--- src/rtl/bf_dispatch.sv ---
// Brute-force search dispatcher: splits a BCD candidate range into chunks,
// feeds them to NCH worker channels and collects the first match.
module bf_dispatch #(
    parameter int NCH          = 4,
    parameter int DIGITS       = 8,
    parameter int CHUNK_DIGITS = 4,
    parameter int CYC_PER_MS   = 100000
) (
    input  logic                    clk,
    input  logic                    reset_n,
    input  logic                    start,
    input  logic [4*DIGITS-1:0]     range_low,
    input  logic [4*DIGITS-1:0]     range_high,
    output logic                    busy,
    output logic                    done,
    output logic                    found,
    output logic [4*DIGITS-1:0]     pass,
    output logic [31:0]             elapsed_ms,
    output logic [NCH-1:0]          w_start,
    output logic [NCH*4*DIGITS-1:0] w_low,
    output logic [NCH*4*DIGITS-1:0] w_high,
    output logic                    w_abort,
    input  logic [NCH-1:0]          w_done,
    input  logic [NCH-1:0]          w_found,
    input  logic [NCH*4*DIGITS-1:0] w_pass
);
    localparam int W  = 4 * DIGITS;
    localparam int IW = (NCH > 1) ? $clog2(NCH) : 1;
    localparam int PW = (CYC_PER_MS > 1) ? $clog2(CYC_PER_MS) : 1;
    localparam logic [PW-1:0] PRESC_LAST = PW'(CYC_PER_MS - 1);

    localparam logic [1:0] S_IDLE     = 2'd0;
    localparam logic [1:0] S_DISPATCH = 2'd1;
    localparam logic [1:0] S_FLUSH    = 2'd2;
    localparam logic [1:0] S_FINISH   = 2'd3;

    logic [1:0]     state;
    logic [W-1:0]   ptr;
    logic [W-1:0]   hi_r;
    logic           exhausted;
    logic [NCH-1:0] ch_busy;
    logic [PW-1:0]  presc;

    logic [W-1:0]   chunk_hi_raw;
    logic [W-1:0]   chunk_hi;
    logic [W-1:0]   ptr_nxt;
    logic           ptr_carry;
    logic [NCH-1:0] hit;
    logic           hit_any;
    logic           idle_any;
    logic [IW-1:0]  hit_idx;
    logic [IW-1:0]  issue_idx;
    logic [NCH-1:0] issue_vec;
    logic           accept;
    logic           do_issue;

    function automatic logic [W-1:0] force_nines(input logic [W-1:0] v);
        logic [W-1:0] r;
        r = v;
        for (int d = 0; d < CHUNK_DIGITS; d++) r[4*d +: 4] = 4'h9;
        return r;
    endfunction

    // Clears the chunk digits and BCD-increments the rest; MSB is carry-out.
    function automatic logic [W:0] bump_upper(input logic [W-1:0] v);
        logic [W-1:0] r;
        logic         c;
        r = v;
        c = 1'b1;
        for (int d = 0; d < DIGITS; d++) begin
            if (d < CHUNK_DIGITS) begin
                r[4*d +: 4] = 4'h0;
            end else if (c) begin
                if (r[4*d +: 4] == 4'h9) begin
                    r[4*d +: 4] = 4'h0;
                end else begin
                    r[4*d +: 4] = r[4*d +: 4] + 4'h1;
                    c = 1'b0;
                end
            end
        end
        return {c, r};
    endfunction

    always_comb begin
        chunk_hi_raw         = force_nines(ptr);
        chunk_hi             = (chunk_hi_raw > hi_r) ? hi_r : chunk_hi_raw;
        {ptr_carry, ptr_nxt} = bump_upper(ptr);
        hit       = w_done & w_found & ch_busy;
        hit_any   = |hit;
        idle_any  = ~&ch_busy;
        hit_idx   = '0;
        issue_idx = '0;
        for (int k = NCH - 1; k >= 0; k--) begin
            if (hit[k])      hit_idx   = IW'(k);
            if (!ch_busy[k]) issue_idx = IW'(k);
        end
        accept    = (state == S_IDLE) && start;
        // A hit arriving this cycle suppresses any further issue.
        do_issue  = (state == S_DISPATCH) && !exhausted && !hit_any && idle_any;
        issue_vec = do_issue ? (NCH'(1) << issue_idx) : '0;
    end

    assign busy    = (state != S_IDLE);
    assign done    = (state == S_FINISH);
    assign w_abort = (state == S_FLUSH);

    always_ff @(posedge clk or negedge reset_n) begin
        if (!reset_n) begin
            state      <= S_IDLE;
            ptr        <= '0;
            hi_r       <= '0;
            exhausted  <= 1'b0;
            ch_busy    <= '0;
            presc      <= '0;
            found      <= 1'b0;
            pass       <= '0;
            elapsed_ms <= '0;
            w_start    <= '0;
            w_low      <= '0;
            w_high     <= '0;
        end else begin
            w_start <= issue_vec;
            ch_busy <= (ch_busy & ~w_done) | issue_vec;

            if (accept) begin
                ptr        <= range_low;
                hi_r       <= range_high;
                exhausted  <= (range_low > range_high);
                found      <= 1'b0;
                pass       <= '0;
                elapsed_ms <= '0;
                presc      <= '0;
            end else if (state != S_IDLE) begin
                if (presc == PRESC_LAST) begin
                    presc <= '0;
                    if (elapsed_ms != 32'hFFFF_FFFF) elapsed_ms <= elapsed_ms + 32'd1;
                end else begin
                    presc <= presc + 1'b1;
                end
            end

            if (do_issue) begin
                w_low[issue_idx*W +: W]  <= ptr;
                w_high[issue_idx*W +: W] <= chunk_hi;
                ptr                      <= ptr_nxt;
                if (ptr_carry || (ptr_nxt > hi_r)) exhausted <= 1'b1;
            end

            case (state)
                S_IDLE: begin
                    if (start) state <= S_DISPATCH;
                end
                S_DISPATCH: begin
                    if (hit_any) begin
                        found <= 1'b1;
                        pass  <= w_pass[hit_idx*W +: W];
                        state <= S_FLUSH;
                    end else if (exhausted && (ch_busy == '0)) begin
                        state <= S_FINISH;
                    end
                end
                S_FLUSH: begin
                    if (ch_busy == '0) state <= S_FINISH;
                end
                default: state <= S_IDLE;
            endcase
        end
    end
endmodule
--- config.mk ---
export PLATFORM = sky130hd
export DESIGN_NAME = bf_dispatch
export DESIGN_NICKNAME = d
export VERILOG_FILES = /design/src/rtl/bf_dispatch.sv
export SDC_FILE = /design/constraint.sdc
export NUM_CORES = 1
export LEC_CHECK = 0
export CELL_PAD_IN_SITES_DETAIL_PLACEMENT = 1
export CELL_PAD_IN_SITES_GLOBAL_PLACEMENT = 1
export CORE_MARGIN = 1.5
export CORE_UTILIZATION = 35
export DETAILED_ROUTE_END_ITERATION = 10
export GPL_TIMING_DRIVEN = 0
export PLACE_DENSITY_LB_ADDON = 0.2
export SYNTH_ARGS = -nofsm -noshare
export SYNTH_HDL_FRONTEND = slang
export SYNTH_SLANG_ARGS = --single-unit
--- constraint.sdc ---
create_clock -name clk -period 3.15 [get_ports clk]
set_input_delay 0.63 -clock clk [delete_from_list [all_inputs] [get_ports clk]]
set_output_delay 0.63 -clock clk [all_outputs]
set_load 0.05 [all_outputs]
---- Word level (Yosys, flattened, before mapping) ----
Index checks and enable logic that the tools add are counted.
cells by class
  $add $sub $neg .......................... 7
  magnitude comparators ................... 3
  equality and inequality tests ........... 12
  shift-type cells ........................ 5
  multiplexer cells ....................... 49
  bitwise gates (word level) .............. 5
  reduce and logical (&&, ||, !) cells .... 20
operators by type and width
  cell                         number
  $mux W32                     10
  $bwmux W128                  2
  $shiftx A32 B34 Y128         2
  $shift A32 B34 Y128 const A  1
  $shiftx A128 B8 Y32          1
  $gt A32 B32 Y1               3
  $mux W17                     3
  $neg A7 Y34                  1
  $add A32 B1 Y32 const B      1
  $mux W4                      8
  $ne A32 B32 Y1 const B       1
  $mux W2                      12
  $add A17 B1 Y17 const B      1
  $eq A17 B17 Y1 const B       1
  $add A4 B1 Y4 const B        4
  $eq A4 B4 Y1 const B         4
  $mux W1                      13
  $and A4 B4 Y4                3
  $reduce_bool A2 Y1           5
  $pmux W2 S3                  1
  $reduce_and A3 Y1            2
  $logic_and A1 B1 Y1          5
  $eq A2 B2 Y1 const B         2
  $logic_not A4 Y1             1
  12 further kinds             14
word-level totals
  flip-flop bits (word level) ............. 413
  input port bits ......................... 203
  output and inout port bits .............. 328

---- Longest topological paths before layout ----
  word-level depth ........................ 9
  mapped depth ............................ 15
  depth with buffers taken out ............ 13

---- Worst setup path before layout ----
OpenSTA, ideal clock, no wires.
  path type ............................... reg-to-reg
  from .................................... register ptr[21]
  to ...................................... register exhausted
  library setup time ...................... 0.135 ns
  arrival time ............................ 2.791 ns
  path slack .............................. 0.224 ns
  stages on the path, launching flop included .. 16
  period minus slack after synthesis ...... 2.926 ns
  path through ............................ dfrtp_1 > buf_6 > inv_1 > ha_1 > nand3b_1 > or2_2 > clkbuf_1 > nor2_1 > mux2_2 > ha_1 > and4_1 > nand3_1 > nor3_1 > a21o_1 > o211ai_1 > o211ai_1
on the way
  longest elaborated chain between the ends .. 9
  elaborated cells on any way between the ends .. 14
RTL lines
  what                    RTL line  source
  start, declared         38        logic [W-1:0] ptr;
  start signal, assigned  127       ptr <= range_low;
  start signal, assigned  146       ptr <= ptr_nxt;
  $eq A4 B4 Y1            74        if (r[4*d +: 4] == 4'h9) begin
  $mux W1                 74
  $mux W1 (2 in series)   73        end else if (c) begin
  $mux W4                 73
  $gt A32 B32 Y1          147       if (ptr_carry || (ptr_nxt > hi_r)) exhausted <= 1'b1;
  $logic_or A1 B1 Y1 *    147
  $mux W1 *               147
  $mux W1 *               143       if (do_issue) begin
  end signal, assigned    129       exhausted <= (range_low > range_high);
  end, declared           40        logic exhausted;
Mark *: on every way between the ends. The rest lies on a longest branch, timed or not.
A chain may end at the register's enable or synchronous reset.

---- Worst setup path after layout ----
  from .................................... register ch_busy[2]
  to ...................................... register w_low[125]
on the way
  longest elaborated chain between the ends .. 6
  elaborated cells on any way between the ends .. 14
RTL lines
  what                                                                RTL line  source
  start, declared                                                     41        logic [NCH-1:0] ch_busy;
  start signal, assigned                                              124       ch_busy <= (ch_busy & ~w_done) | issue_vec;
  $mux W2 (3 in series)                                               96        if (!ch_busy[k]) issue_idx = IW'(k);
  $neg A7 Y34                                                         144       w_low[issue_idx*W +: W] <= ptr;
  $shiftx A32 B34 Y128 / $shift A32 B34 Y128 (equally long branches)  144
  $bwmux W128                                                         144
  end signal, assigned by index                                       144
  end, declared                                                       20        output logic [NCH*4*DIGITS-1:0] w_low,
Parallel ways exist; a longest one is shown, timed or not.

==> results_dict.tcl <==
set metrics [dict create \
    skew_ns 0.0203 \
    numPortBuffers 530 \
    fin_crit_sh_pct 98.1 \
    die_w_um 246 \
    worst_hold_slack_ns 0.0887 \
    cp-end-kind "register" \
    p_leak_nw 12.5 \
    worst_slew_margin_rel_pct 18.5 \
    synth-warning-count 0 \
    worst-slew-pin-transition_ns 1.19 \
    area_delta_synth_final_pct 39.7 \
    cellPowerDensity_nw_per_um2 827 \
    die_height_um 246 \
    clk-insertion-delay-late_ns 0.60 \
    ir_drop_mv 0.545 \
    grt-ovfl-total 0 \
    critical-path-top-cell-by-count "sky130_fd_sc_hd__clkbuf_2" \
    floorplan.die_area_um2 60700 \
    syn-num-nets 2366 \
    route.detailed.wl_per_inst_um 27.2 \
    synth_commonest_cells "sky130_fd_sc_hd__dfrtp_1, sky130_fd_sc_hd__nand2_1, sky130_fd_sc_hd__nand3_1" \
    detail_route.wirelength_um 94900 \
    rsz0062_at_grt "true" \
    cell_with_the_biggest_individual_delay_on_the_critical_path "sky130_fd_sc_hd__or4_1" \
    finalWorstPathRequiredPeriod_ns 3.09 \
    grt_pass1_wl_um 139000 \
    postSynthAreaPerCell_um2 9.96 \
    setup_ws_ns 0.0606 \
    cts-root-to-sink-buffers 3 \
    synth_area_leader_cell "sky130_fd_sc_hd__dfrtp_1" \
    clock.fmax_mhz 324 \
    ys_top_cells_by_area "sky130_fd_sc_hd__dfrtp_1, sky130_fd_sc_hd__a22o_1, sky130_fd_sc_hd__ha_1" \
    maxCapViolations 0 \
    comb_power_share_pct 45.0 \
    grt_start_max_net_pins 112 \
    synth_top_area_share_pct 49.9 \
    detail_route.iter0.violations 1306 \
    clock_tree.htree_level_count 2 \
    synth_most_common_cell "sky130_fd_sc_hd__dfrtp_1" \
    final_hold_violations 0 \
    critPathKind "register to register" \
    synth_area_um2 20700 \
    floorplan.rows 89 \
    initial_core_util_pct 35.2 \
    clock_power_share_pct 23.7 \
    seq_area_frac_synth_pct 49.9 \
    final_net_count 2961 \
    crit_path_max_fanout 10 \
    filler_cell_count 6604 \
    grt_pass1_vias 21536 \
    placed_cells 3387 \
    worstPathCellList "nor2b_1 -> o21ai_4 -> ha_1 -> inv_1 -> or4_1 -> clkbuf_2 -> clkbuf_2 -> o21ai_0" \
    cp_startpoint_kind "register" \
    ys_async_sr_fraction_pct 100 \
    antenna_left 0 \
    tritoncts "built" \
    ys.flop_type "sky130_fd_sc_hd__dfrtp_1" \
    worst_setup_hold_path_clk_slew_ns 0.06 \
    preCtsSetupSlack_ns -0.870 \
    sequentialPowerShare_pct 31.3 \
    hold_path.class "input pin to async pin" \
    cts_root_buf "sky130_fd_sc_hd__clkbuf_16" \
    number_of_storage_elements_in_the_synthesis_netlist 413 \
    timing.final.setup_violations 0 \
    worstPathRequired_ns 3.64 \
    grt_antenna_before_repair 6 \
    syn-instance-count 2080 \
    clock_buffers_created_by_tritoncts 47 \
    remaining_drc_errors 0 \
    dp.final_hpwl_um 72700 \
    via_per_inst 5.79 \
    p_sw_mw 10.9 \
    gp_congestion 0.977 \
    crit_arrival_ns 3.58 \
    switching_share_pct 45.6 \
    layout.cells.non_filler 3482 \
    numClockSinks 413 \
    run_status "finished clean" \
    worst_path_max_stage_delay_ns 0.65 \
    placeableCoreArea_um2 58800 \
    cell_internal_power_dissipation_mw 13.0 \
    detailroute.via_count 20176 \
    final-max-slew-violation-count 0 \
    first_pass_iters 6 \
    count_of_distinct_cell_types_in_the_synthesized_netlist 73 \
    design.portCount 531 \
    gr-usage-all-layers_pct 30.7 \
    synth_edf_count 0 \
    proportion_of_layout_cells_with_a_drive_suffix_above_1_pct 8.46 \
]
[placed cells by master, fill, tap and decap left out, types with 15 or more instances in the layout]
cell type	netlist	routed
sky130_fd_sc_hd__clkdlybuf4s50_1	0	528
sky130_fd_sc_hd__dfrtp_1	413	411
sky130_fd_sc_hd__nand2_1	275	275
sky130_fd_sc_hd__nand3_1	172	171
sky130_fd_sc_hd__o21ai_0	141	140
sky130_fd_sc_hd__a22o_1	132	132
sky130_fd_sc_hd__clkbuf_1	115	101
sky130_fd_sc_hd__ha_1	83	82
sky130_fd_sc_hd__inv_1	73	70
sky130_fd_sc_hd__or4_1	70	70
sky130_fd_sc_hd__a32oi_1	65	65
sky130_fd_sc_hd__nor2_1	70	64
sky130_fd_sc_hd__a21oi_1	54	54
sky130_fd_sc_hd__clkbuf_16	0	47
sky130_fd_sc_hd__nor2b_1	35	35
sky130_fd_sc_hd__a211oi_1	34	34
sky130_fd_sc_hd__nand4_1	34	34
sky130_fd_sc_hd__a311oi_1	32	32
sky130_fd_sc_hd__a31o_2	32	32
sky130_fd_sc_hd__clkbuf_2	1	22
sky130_fd_sc_hd__xor2_1	20	20
sky130_fd_sc_hd__buf_6	19	19
sky130_fd_sc_hd__buf_2	15	17
sky130_fd_sc_hd__mux2i_1	17	17
sky130_fd_sc_hd__and3_1	17	16
sky130_fd_sc_hd__buf_4	3	15
[cell families (layout without fill, tap and decap cells)]
kind of cell,after synthesis,after routing,share of synthesized area (%)
buf+inv,252,879,5.99
compound gates,540,540,18.9
fa+ha+maj,83,83,5.01
simple gates,739,739,17.8
flops,413,413,49.9
other cells,0,2,0
mux,23,23,1.15
xor+xnor,30,30,1.27
[path summary, 6_finish.rpt]
kind | startpoint | to | slack [ns] | cells after the start
max | ch_busy[2] | w_low[125] | 0.06 | 8
min | reset_n | w_high[117] | 0.09 | 1
max reg2reg | ch_busy[2] | w_low[125] | 0.06 | 8
min reg2reg | w_high[108] | w_high[108] | 0.49 | 2
max in group asynchronous | reset_n | pass[16] | 1.72 | 3
min in group clk | w_high[108] | w_high[108] | 0.49 | 2
[state kept, by name, indices dropped and copies added, names as in the netlist]
signal      count
ch_busy         4
elapsed_ms     32
exhausted       1
found           1
hi_r           32
pass           32
presc          17
ptr            32
state           2
w_high        128
w_low         128
w_start         4
[worst max-delay path, delay by kind of cell (launching register included)]
family	cells	cell delay, ns
adder cells (fa/ha/maj)	1	0.42
buffers and inverters	3	0.81
flip-flops	1	0.44
AND/OR/NAND/NOR	2	0.90
AO/OA/AOI/OAI	2	0.40
[what timing repair did]
action                                  in CTS  in global routing
endpoints found under the setup margin     263                102
pin swaps                                    1                  6
hold buffers                                 0                  0
gates resized for setup                     31                 43
setup buffers                                6                  8
[stage by stage]
step	power [mW]	setup TNS [ns]	area [um^2]	util (%)
final	23.9	0	29000	49.2
after global routing	25.0	-1.16	29000	49.2
after global placement	17.6	-7123.76	27000	45.9
after CTS	23.8	0	28800	49.0
after floorplan	13.4	0	20700	-
after detailed placement	17.9	-146.98	27100	46.1
[area by class of cell]
| type | count | area (um^2) | area share (%) |
|---|---|---|---|
| sequential | 413 | 10300 | 35.7 |
| buffer | 176 | 1000 | 3.47 |
| inverter | 74 | 289 | 0.998 |
| timing repair buffer | 548 | 5540 | 19.1 |
| clock inverter | 13 | 188 | 0.648 |
| multi-input combinational | 1415 | 9250 | 32.0 |
| antenna | 2 | 5.00 | 0.0173 |
| tap | 773 | 967 | 3.34 |
| clock buffer | 68 | 1370 | 4.72 |
[power groups by stage]
stage / Combinational (mW) / Clock, mW / Sequential, mW
final: 10.8 / 5.68 / 7.48
after global routing: 11.4 / 5.96 / 7.58
after CTS: 10.5 / 5.76 / 7.45
after detailed placement: 10.4 / 0 / 7.52
after global placement: 10.1 / 0 / 7.47
after floorplan: 4.32 / 0 / 9.05
[routing by layer]
metal / track usage (%) / vias up / part of all wire, %
met5: 0 / - / 0.014
met1: 36.1 / 10230 / 38
li1: - / 8885 / -
met4: 15.0 / 2 / 5.2
met3: 6.55 / 227 / 6.8
met2: 52.9 / 832 / 50
(Power assumes the default switching activity.)
